<file path="config.mk">
export PLATFORM = sky130hd
export DESIGN_NAME = alu_issue_flat
export DESIGN_NICKNAME = d
export VERILOG_FILES = /design/src/rtl/alu_issue_if.sv /design/src/rtl/alu_issue.sv /design/src/flat_wrapper.sv
export SDC_FILE = /design/constraint.sdc
export NUM_CORES = 1
export LEC_CHECK = 0
export ABC_CLOCK_PERIOD_IN_PS = 2600
export BUFFER_PORTS_ARGS = -buffer_cell sky130_fd_sc_hd__buf_4
export CELL_PAD_IN_SITES_DETAIL_PLACEMENT = 0
export CELL_PAD_IN_SITES_GLOBAL_PLACEMENT = 1
export CORE_ASPECT_RATIO = 0.75
export CORE_MARGIN = 3
export CORE_UTILIZATION = 37
export DETAILED_ROUTE_END_ITERATION = 8
export PLACE_DENSITY = 0.77
export SYNTH_ARGS = -nofsm -noshare
export SYNTH_HDL_FRONTEND = slang
export SYNTH_SLANG_ARGS = --single-unit
</file>
<file path="constraint.sdc">
create_clock -name clk -period 2.6 [get_ports clk]
set_input_delay 0.52 -clock clk [delete_from_list [all_inputs] [get_ports clk]]
set_output_delay 0.52 -clock clk [all_outputs]
set_load 0.05 [all_outputs]
</file>
<file path="src/rtl/alu_issue_if.sv">
// Handshake bundle between the decode stage, alu_issue and the ALU/execute stage.
// The slave modport is the alu_issue side. The master modport is the upstream/downstream environment side.
interface alu_issue_if;
    logic        in_valid;
    logic        in_ready;
    logic [31:0] instr;
    logic [31:0] pc;
    logic [31:0] rs1_data;
    logic [31:0] rs2_data;

    logic        out_valid;
    logic        out_ready;
    logic [31:0] alu_a;
    logic [31:0] alu_b;
    logic [3:0]  alu_op;
    logic [4:0]  rd;
    logic        rd_we;
    logic        is_branch;
    logic [2:0]  br_funct3;
    logic        illegal;

    modport slave (
        input  in_valid, instr, pc, rs1_data, rs2_data, out_ready,
        output in_ready, out_valid, alu_a, alu_b, alu_op, rd, rd_we,
               is_branch, br_funct3, illegal
    );

    modport master (
        output in_valid, instr, pc, rs1_data, rs2_data, out_ready,
        input  in_ready, out_valid, alu_a, alu_b, alu_op, rd, rd_we,
               is_branch, br_funct3, illegal
    );
endinterface

</file>
<file path="src/rtl/alu_issue.sv">
// RV32I decode-and-issue stage: operand/op selection feeding a two-slot skid buffer.
// Optional macro ALU_ISSUE_SHAMT_MASK_EN masks shift amounts to 5 bits.
module alu_issue (
    input  logic       clk,
    input  logic       n_rst,
    alu_issue_if.slave bus
);

    localparam logic [6:0] OPC_OP     = 7'b0110011;
    localparam logic [6:0] OPC_OP_IMM = 7'b0010011;
    localparam logic [6:0] OPC_LUI    = 7'b0110111;
    localparam logic [6:0] OPC_AUIPC  = 7'b0010111;
    localparam logic [6:0] OPC_JAL    = 7'b1101111;
    localparam logic [6:0] OPC_JALR   = 7'b1100111;
    localparam logic [6:0] OPC_LOAD   = 7'b0000011;
    localparam logic [6:0] OPC_STORE  = 7'b0100011;
    localparam logic [6:0] OPC_BRANCH = 7'b1100011;

    localparam logic [6:0] F7_BASE = 7'b0000000;
    localparam logic [6:0] F7_ALT  = 7'b0100000;

`ifdef ALU_ISSUE_SHAMT_MASK_EN
    localparam bit SHAMT_MASK = 1'b1;
`else
    localparam bit SHAMT_MASK = 1'b0;
`endif

    typedef enum logic [3:0] {
        ALU_ADD  = 4'b0000,
        ALU_SLL  = 4'b0001,
        ALU_SLT  = 4'b0010,
        ALU_SLTU = 4'b0011,
        ALU_XOR  = 4'b0100,
        ALU_SRL  = 4'b0101,
        ALU_OR   = 4'b0110,
        ALU_AND  = 4'b0111,
        ALU_SUB  = 4'b1000,
        ALU_SRA  = 4'b1101
    } alu_op_e;

    typedef struct packed {
        logic [31:0] alu_a;
        logic [31:0] alu_b;
        alu_op_e     alu_op;
        logic [4:0]  rd;
        logic        rd_we;
        logic        is_branch;
        logic [2:0]  br_funct3;
        logic        illegal;
    } issue_t;

    logic [6:0]  opcode;
    logic [2:0]  funct3;
    logic [6:0]  funct7;
    logic [31:0] imm_i;
    logic [31:0] imm_s;
    logic [31:0] imm_u;
    logic [31:0] shamt;
    logic        bad;
    issue_t      dec;

    assign opcode = bus.instr[6:0];
    assign funct3 = bus.instr[14:12];
    assign funct7 = bus.instr[31:25];
    assign imm_i  = {{20{bus.instr[31]}}, bus.instr[31:20]};
    assign imm_s  = {{20{bus.instr[31]}}, bus.instr[31:25], bus.instr[11:7]};
    assign imm_u  = {bus.instr[31:12], 12'b0};
    assign shamt  = {27'b0, bus.instr[24:20]};

    // NOTE: every signal written here gets a default first, so no path leaves a latch.
    always_comb begin
        dec     = '0;
        bad     = 1'b0;
        dec.rd  = bus.instr[11:7];
        case (opcode)
            OPC_OP: begin
                dec.alu_a = bus.rs1_data;
                dec.alu_b = bus.rs2_data;
                dec.rd_we = 1'b1;
                dec.alu_op = alu_op_e'({1'b0, funct3});
                if (funct7 == F7_ALT) begin
                    if (funct3 == 3'b000)      dec.alu_op = ALU_SUB;
                    else if (funct3 == 3'b101) dec.alu_op = ALU_SRA;
                    else                       bad = 1'b1;
                end else if (funct7 != F7_BASE) begin
                    bad = 1'b1;
                end
            end
            OPC_OP_IMM: begin
                dec.alu_a  = bus.rs1_data;
                dec.alu_b  = imm_i;
                dec.rd_we  = 1'b1;
                dec.alu_op = alu_op_e'({1'b0, funct3});
                // Shift immediates carry funct7 in imm[11:5]; only the shamt field is an operand.
                if (funct3 == 3'b001 || funct3 == 3'b101) begin
                    dec.alu_b = shamt;
                    if (funct3 == 3'b101 && funct7 == F7_ALT) dec.alu_op = ALU_SRA;
                    else if (funct7 != F7_BASE)               bad = 1'b1;
                end
            end
            OPC_LUI: begin
                dec.alu_b = imm_u;
                dec.rd_we = 1'b1;
            end
            OPC_AUIPC: begin
                dec.alu_a = bus.pc;
                dec.alu_b = imm_u;
                dec.rd_we = 1'b1;
            end
            OPC_JAL, OPC_JALR: begin
                dec.alu_a = bus.pc;
                dec.alu_b = 32'd4;
                dec.rd_we = 1'b1;
            end
            OPC_LOAD: begin
                dec.alu_a = bus.rs1_data;
                dec.alu_b = imm_i;
                dec.rd_we = 1'b1;
            end
            OPC_STORE: begin
                dec.alu_a = bus.rs1_data;
                dec.alu_b = imm_s;
            end
            OPC_BRANCH: begin
                dec.alu_a     = bus.rs1_data;
                dec.alu_b     = bus.rs2_data;
                dec.alu_op    = ALU_SUB;
                dec.is_branch = 1'b1;
                dec.br_funct3 = funct3;
                if (funct3 == 3'b010 || funct3 == 3'b011) bad = 1'b1;
            end
            default: bad = 1'b1;
        endcase

        if (SHAMT_MASK && (dec.alu_op == ALU_SLL || dec.alu_op == ALU_SRL ||
                           dec.alu_op == ALU_SRA)) begin
            dec.alu_b = {27'b0, dec.alu_b[4:0]};
        end

        if (bad) begin
            dec         = '0;
            dec.rd      = bus.instr[11:7];
            dec.illegal = 1'b1;
        end

        if (dec.rd == 5'd0) dec.rd_we = 1'b0;
    end

    issue_t main_q, main_d;
    issue_t skid_q, skid_d;
    logic   main_valid_q, main_valid_d;
    logic   skid_valid_q, skid_valid_d;
    logic   accept;

    assign bus.in_ready = n_rst & ~skid_valid_q;
    assign accept       = bus.in_valid & bus.in_ready;

    always_comb begin
        main_d       = main_q;
        main_valid_d = main_valid_q;
        skid_d       = skid_q;
        skid_valid_d = skid_valid_q;
        if (skid_valid_q) begin
            // in_ready is low here, so only a drain can change state.
            if (bus.out_ready) begin
                main_d       = skid_q;
                skid_valid_d = 1'b0;
            end
        end else if (accept) begin
            if (!main_valid_q || bus.out_ready) begin
                main_d       = dec;
                main_valid_d = 1'b1;
            end else begin
                skid_d       = dec;
                skid_valid_d = 1'b1;
            end
        end else if (main_valid_q && bus.out_ready) begin
            main_valid_d = 1'b0;
        end
    end

    // NOTE: payload slots are reset too, because the outputs come straight from main_q
    // and must read as zero after reset. Non-blocking assignments keep every flop
    // sampling pre-edge values.
    always_ff @(posedge clk) begin
        if (!n_rst) begin
            main_q       <= '0;
            skid_q       <= '0;
            main_valid_q <= 1'b0;
            skid_valid_q <= 1'b0;
        end else begin
            main_q       <= main_d;
            skid_q       <= skid_d;
            main_valid_q <= main_valid_d;
            skid_valid_q <= skid_valid_d;
        end
    end

    assign bus.out_valid = main_valid_q;
    assign bus.alu_a     = main_q.alu_a;
    assign bus.alu_b     = main_q.alu_b;
    assign bus.alu_op    = main_q.alu_op;
    assign bus.rd        = main_q.rd;
    assign bus.rd_we     = main_q.rd_we;
    assign bus.is_branch = main_q.is_branch;
    assign bus.br_funct3 = main_q.br_funct3;
    assign bus.illegal   = main_q.illegal;

endmodule

</file>
<file path="src/flat_wrapper.sv">
// flat-port wrapper written by rule: the top's interface ports become plain ports
module alu_issue_flat 
  (clk, n_rst, bus_in_valid, bus_instr, bus_pc, bus_rs1_data, bus_rs2_data, bus_out_ready, bus_in_ready, bus_out_valid, bus_alu_a, bus_alu_b, bus_alu_op, bus_rd, bus_rd_we, bus_is_branch, bus_br_funct3, bus_illegal);
  alu_issue_if bus_i ();
  input  logic clk;
  input  logic n_rst;
  input wire logic [$bits(bus_i.in_valid)-1:0] bus_in_valid;
  input wire logic [$bits(bus_i.instr)-1:0] bus_instr;
  input wire logic [$bits(bus_i.pc)-1:0] bus_pc;
  input wire logic [$bits(bus_i.rs1_data)-1:0] bus_rs1_data;
  input wire logic [$bits(bus_i.rs2_data)-1:0] bus_rs2_data;
  input wire logic [$bits(bus_i.out_ready)-1:0] bus_out_ready;
  output wire logic [$bits(bus_i.in_ready)-1:0] bus_in_ready;
  output wire logic [$bits(bus_i.out_valid)-1:0] bus_out_valid;
  output wire logic [$bits(bus_i.alu_a)-1:0] bus_alu_a;
  output wire logic [$bits(bus_i.alu_b)-1:0] bus_alu_b;
  output wire logic [$bits(bus_i.alu_op)-1:0] bus_alu_op;
  output wire logic [$bits(bus_i.rd)-1:0] bus_rd;
  output wire logic [$bits(bus_i.rd_we)-1:0] bus_rd_we;
  output wire logic [$bits(bus_i.is_branch)-1:0] bus_is_branch;
  output wire logic [$bits(bus_i.br_funct3)-1:0] bus_br_funct3;
  output wire logic [$bits(bus_i.illegal)-1:0] bus_illegal;
  assign bus_i.in_valid = bus_in_valid;
  assign bus_i.instr = bus_instr;
  assign bus_i.pc = bus_pc;
  assign bus_i.rs1_data = bus_rs1_data;
  assign bus_i.rs2_data = bus_rs2_data;
  assign bus_i.out_ready = bus_out_ready;
  assign bus_in_ready = bus_i.in_ready;
  assign bus_out_valid = bus_i.out_valid;
  assign bus_alu_a = bus_i.alu_a;
  assign bus_alu_b = bus_i.alu_b;
  assign bus_alu_op = bus_i.alu_op;
  assign bus_rd = bus_i.rd;
  assign bus_rd_we = bus_i.rd_we;
  assign bus_is_branch = bus_i.is_branch;
  assign bus_br_funct3 = bus_i.br_funct3;
  assign bus_illegal = bus_i.illegal;
  alu_issue u_core (.clk(clk), .n_rst(n_rst), .bus(bus_i));
endmodule
</file>
== Yosys cells after proc, flatten, opt, wreduce, memory -nomap -nowiden ==
Index checks and enable logic that the tools add are counted.
Word-level totals
  flip-flop bits (word level): 160
  bits in latches: 0
  RAM bits: 0
  ROM bits: 0
  input port bits: 132
  output and inout bits: 81
  logic and storage cells: 91
  memories kept: 0
Cells by class
  $add $sub $neg: 0
  $mul: 0
  divide/modulo/power cells: 0
  order comparisons: 0
  equality and inequality tests: 16
  shifts and indexed selects: 0
  muxes and demuxes: 31
  bitwise operators: 4
  reductions and logical operators: 22
Operators by type and width (number)
  two-way mux 79 bit: 5
  case mux 32 bit (6 select lines): 1
  case mux 32 bit (2 select lines): 1
  two-way mux 36 bit: 1
  == test 7 x 6 -> 1 bit (second input constant): 4
  == test 7 bit (second input constant): 3
  two-way mux 4 bit: 5
  two-way mux 1 bit: 16
  == test 7 x 5 -> 1 bit (second input constant): 2
  case mux 4 bit (3 select lines): 1
  AND reduction 3 bit: 3
  == test 7 x 2 -> 1 bit (second input constant): 1
  nonzero test 7 bit: 1
  OR reduction 7 bit: 1
  == test 3 x 2 -> 1 bit (second input constant): 2
  nonzero test 2 bit: 3
  OR reduction 2 bit: 3
  OR reduction 6 bit: 1
  logical NOT 5 bit: 1
  OR reduction 5 bit: 1
  != test 2 bit (second input constant): 2
  case mux 1 bit (4 select lines): 1
  == test 3 x 1 -> 1 bit (second input constant): 1
  == test 3 bit (second input constant): 1
  other kinds (7): 12

== Logic depth before layout (Yosys ltp) ==
  depth in word-level cells: 11
  depth in mapped cells: 9
  depth with buffers taken out: 5

== Worst setup path before layout ==
No wires, ideal clock.
  kind: input port to flip-flop
  from: in n_rst
  to: reg u_core.skid_q[4] (netlist bit)
  library setup time: 76 ps
  arrival time: 2604 ps
  required time: 2524 ps
  slack: -79 ps
  cell stages on the path: 5
  path buffers: 1
  cells stage by stage: nor2b_1 > nand4_1 > clkbuf_1 > or4b_2 > a21boi_0
On the way
  longest elaborated chain between the ends: 3
Ends and longest elaborated chain
  start, declared: RTL line flat_wrapper.sv:6  | input logic n_rst;
  AND 1 bit: RTL line alu_issue.sv:155  | assign bus.in_ready = n_rst & ~skid_valid_q;
  AND 1 bit: RTL line alu_issue.sv:156  | assign accept = bus.in_valid & bus.in_ready;
  AND reduction 3 bit (no source line)
  end signal, assigned: RTL line alu_issue.sv:193  | skid_q <= skid_d;
  end, declared: RTL line alu_issue.sv:150  | issue_t skid_q, skid_d;
Several ways; a longest one is shown, not always the timed one.
A chain may end at the register's enable or synchronous reset.

== Worst setup path in the final report ==
  from: in bus_instr[28]
  to: reg u_core.skid_q[70] (netlist bit)
On the way
  longest elaborated chain between the ends: 6
  elaborated cells between the ends (all ways): 9
  classes of those cells: eq/ne: 1; mux: 6; reduce/logical: 2
Ends and longest elaborated chain
  start, declared: RTL line flat_wrapper.sv:8  | input wire logic [$bits(bus_i.instr)-1:0] bus_instr;
  nonzero test 7 bit or == test 7 x 6 -> 1 bit (tied branches)
  two-way mux 1 bit or logical AND 1 bit (tied branches): RTL line alu_issue.sv:85, alu_issue.sv:98, alu_issue.sv:97
  two-way mux 1 bit: RTL line alu_issue.sv:97  | if (funct3 == 3'b101 && funct7 == F7_ALT) dec.alu_op = ALU_SRA;
  two-way mux 1 bit: RTL line alu_issue.sv:95  | if (funct3 == 3'b001 || funct3 == 3'b101) begin
  case mux 1 bit (4 select lines) *: RTL line alu_issue.sv:75  | case (opcode)
  two-way mux 79 bit *: RTL line alu_issue.sv:140  | if (bad) begin
Mark *: on every way between the ends. The rest lies on a longest branch, timed or not.

==> results.json <==
{
  "status": "completed",
  "ctsResizeCount": 0,
  "synth_cell_types": 55,
  "yosys_warnings": 0,
  "r2r_cells": 6,
  "die_area_um2": 20540,
  "grt_overflow": 0,
  "cts_sinks": 160,
  "cp.required_ns": 2.94,
  "hold_buffers": 0,
  "path_cells": "buf_4 > or4_4 > nor3_4 > a211oi_2 > or3_2 > buf_4 > o21ai_0",
  "arrival_ns": 2.50,
  "core.rowCount": 42,
  "cts_root_buf": "clkbuf_16",
  "tritoncts": "done",
  "cp.buffers_inverters": 2,
  "synth_ff_type": "dfxtp_1",
  "crit_path_end_kind": "flop",
  "netlist_instances": 836,
  "whs_ns": 0.3877,
  "first_pass_iters": 5,
  "grt_first_pass_wirelength_um": 36270,
  "startpoint": "bus_instr[28]",
  "ioPinCount": 213,
  "hold_start": "bus_in_valid",
  "peakVddDrop_uv": 368.9,
  "yosysSeqAreaShare_pct": 45.95,
  "dp.cells": 1244,
  "drt_iter0_drc": 550,
  "max_stage_delay_ns": 0.54,
  "period_minus_slack_ns": 2.162,
  "rsz0062_at_grt": "no",
  "area_growth_pct": 35.51,
  "maxCapViolations": 0,
  "p_per_area_nw_per_um2": 587.1,
  "critical_path_depth": 7,
  "clkSlewWorstSetupHoldPaths_ns": 0.06,
  "start_util_pct": 38.56,
  "dpl-instance-area_um2": 8848,
  "fin_ws_ns": 0.4378,
  "fmax_ghz": 0.4625,
  "yosysMostFrequentCell": "nand2_1",
  "tns_ns": 0,
  "clock_skew_ns": 0.01502,
  "critical-path-top-delay-family": "simple AND/OR/NAND/NOR gates",
  "tightest_slew_ns": 1.110,
  "grt_max_degree": 68,
  "core_um2": 18080,
  "die_height_um": 124.9,
  "cts_buffer_depth": 2,
  "drt-total-wl_um": 23210,
  "antenna_found_initial": 0,
  "synth_nets": 968,
  "critical_path.startpoint_type": "input pin",
  "diodes": 0,
  "fin_area_um2": 9445,
  "r2r_slack_ns": 0.48,
  "drc": 0,
  "path_max_fanout": 28,
  "grt.total_usage_pct": 22.25,
  "fin_cells": 1276,
  "drive_gt1_share_pct": 29.11,
  "relSlewSlack_pct": 25.71,
  "first_global_vias": 6450,
  "crit_path_frequent_cell": "buf_4",
  "yosys-top-cells-count": "nand2_1, dfxtp_1, nand3_1, clkbuf_1, o2bb2ai_1",
  "avgRoutedWirePerCell_um": 18.19,
  "worstReg2RegStart": "u_core.skid_valid_q$_SDFF_PN0_",
  "cts_setup_buffers": 0,
  "viasPerCell": 5.343,
  "avgSynthCellArea_um2": 8.338,
  "vias": 6818,
  "preCtsSetupSlack_ns": 0.001377,
  "io_buffers": 212,
  "place_hpwl_um": 16090,
  "finalMaxSlewViolations": 0,
  "cts.htree.levels": 4,
  "synth_edf_count": 0,
  "yosys_register_bits": 160,
  "leakage_uw": 0.004022,
  "holdPathStages": 3,
  "synth_top_area_share_pct": 45.95,
  "fin_nets": 1153,
  "path_class": "in2reg",
  "hp-class": "in2reg",
  "fin_crit_sh_pct": 83.16,
  "setup_viol": 0,
  "ant_nets": 0,
  "cts-buffers-inserted": 17,
  "syn-cell-area_um2": 6970,
  "die_w_um": 164.5,
  "cpMaxStageDelayCell": "or4_4",
  "synthArstFlopShare_pct": 0,
  "clock_latency_ns": 0.43,
  "synth_area_leader_cell": "dfxtp_1",
  "synth.area.top_cells": "dfxtp_1, nand2_1, o2bb2ai_1, nand3_1, o21ai_0",
  "place.gp.congestion": 0.8324,
  "final-hold-violation-count": 0
}
state kept, by name, summed over array words and instances (netlist names):
register / cells
u_core.bus.br_funct3: 3
u_core.bus.alu_b: 32
u_core.bus.alu_op: 4
u_core.bus.rd_we: 1
u_core.skid_valid_q: 1
u_core.bus.illegal: 1
u_core.bus.rd: 5
u_core.bus.is_branch: 1
u_core.bus.alu_a: 32
u_core.bus.out_valid: 1
u_core.skid_q: 79
power by group:
group	total (µW)	switching [µW]	internal (µW)	leakage (µW)
sequential	2480	12.0	2470	0.00129
clock	2560	1120	1450	0.000286
combinational	504	295	209	0.00245
per-stage QoR:
step / total power, µW / util [%]
floorplan: 2757 / -
global placement: 3038 / 48.95
detailed placement: 3041 / 48.95
CTS: 5594 / 52.25
global route: 5725 / 52.25
finish: 5546 / 52.25
worst min-delay path: cells and delay by family:
kind,cells,cell delay (ns)
buffers and inverters,1,0.12
and+or+nand+nor,1,0.05
AOI/OAI and AO/OA,1,0.07
final timing paths:
kind,endpoint
worst max-delay path,u_core.skid_q[70]$_SDFFE_PN0P_
worst min-delay path,u_core.bus.out_valid$_SDFFE_PN0P_
worst max register to register,u_core.bus.alu_a[26]$_SDFFE_PN0P_
worst min register to register,u_core.skid_q[56]$_SDFFE_PN0P_
cell usage in the layout, fill, tap and decap left out, drive strengths merged, types with 2 or more instances in the layout:
| master | Yosys | routed |
|---|---|---|
| o31ai | 2 | 2 |
| nor3 | 4 | 4 |
| or4 | 2 | 2 |
| and3 | 2 | 2 |
| nor2 | 12 | 12 |
| a22oi | 38 | 38 |
| a21o | 3 | 3 |
| nand3b | 4 | 4 |
| nand2b | 4 | 4 |
| a21boi | 3 | 3 |
| clkinv | 0 | 2 |
| buf | 14 | 244 |
| and2 | 2 | 2 |
| inv | 6 | 14 |
| nor3b | 2 | 2 |
| o21ai | 74 | 74 |
| nand3 | 70 | 70 |
| mux2i | 10 | 10 |
| a221oi | 19 | 19 |
| o2bb2ai | 64 | 64 |
| or3 | 2 | 2 |
| or4b | 2 | 2 |
| nand2 | 216 | 216 |
| o311ai | 2 | 2 |
| nor2b | 7 | 7 |
| clkbuf | 64 | 17 |
| a222oi | 4 | 4 |
| a22o | 7 | 7 |
| clkinvlp | 0 | 3 |
| dfxtp | 160 | 160 |
| bufinv | 0 | 2 |
| o211a | 8 | 8 |
| a21oi | 13 | 13 |
area by class of cell:
class                           instances  area (µm²)
Clock buffer                           17       425.4
Clock inverter                         15       171.4
Fill cell                            1812        8632
Inverter                                6       22.52
Multi-Input combinational cell        592        3447
Sequential cell                       160        3207
Tap cell                              242       302.8
Timing Repair Buffer                  244        1869
routing by layer:
layer | track usage [%] | wire length (µm) | vias to the layer above
met3 | 5.851 | 1381 | 17
met1 | 32.34 | 11310 | 3260
met4 | 4.980 | 237 | 0
li1 | - | - | 3380
met2 | 32.91 | 10290 | 161
met5 | 0 | 0 | -
kinds of logic (layout without fill, tap and decap cells):
| family | after synthesis | in the layout | synth area share [%] |
|---|---|---|---|
| flops | 160 | 160 | 45.95 |
| mux | 10 | 10 | 1.436 |
| simple gates | 333 | 333 | 21.04 |
| buf+inv | 84 | 282 | 5.080 |
| compound gates | 247 | 247 | 26.24 |
| xor+xnor | 2 | 2 | 0.2513 |
Note: power is estimated with default switching activity, not from simulation.
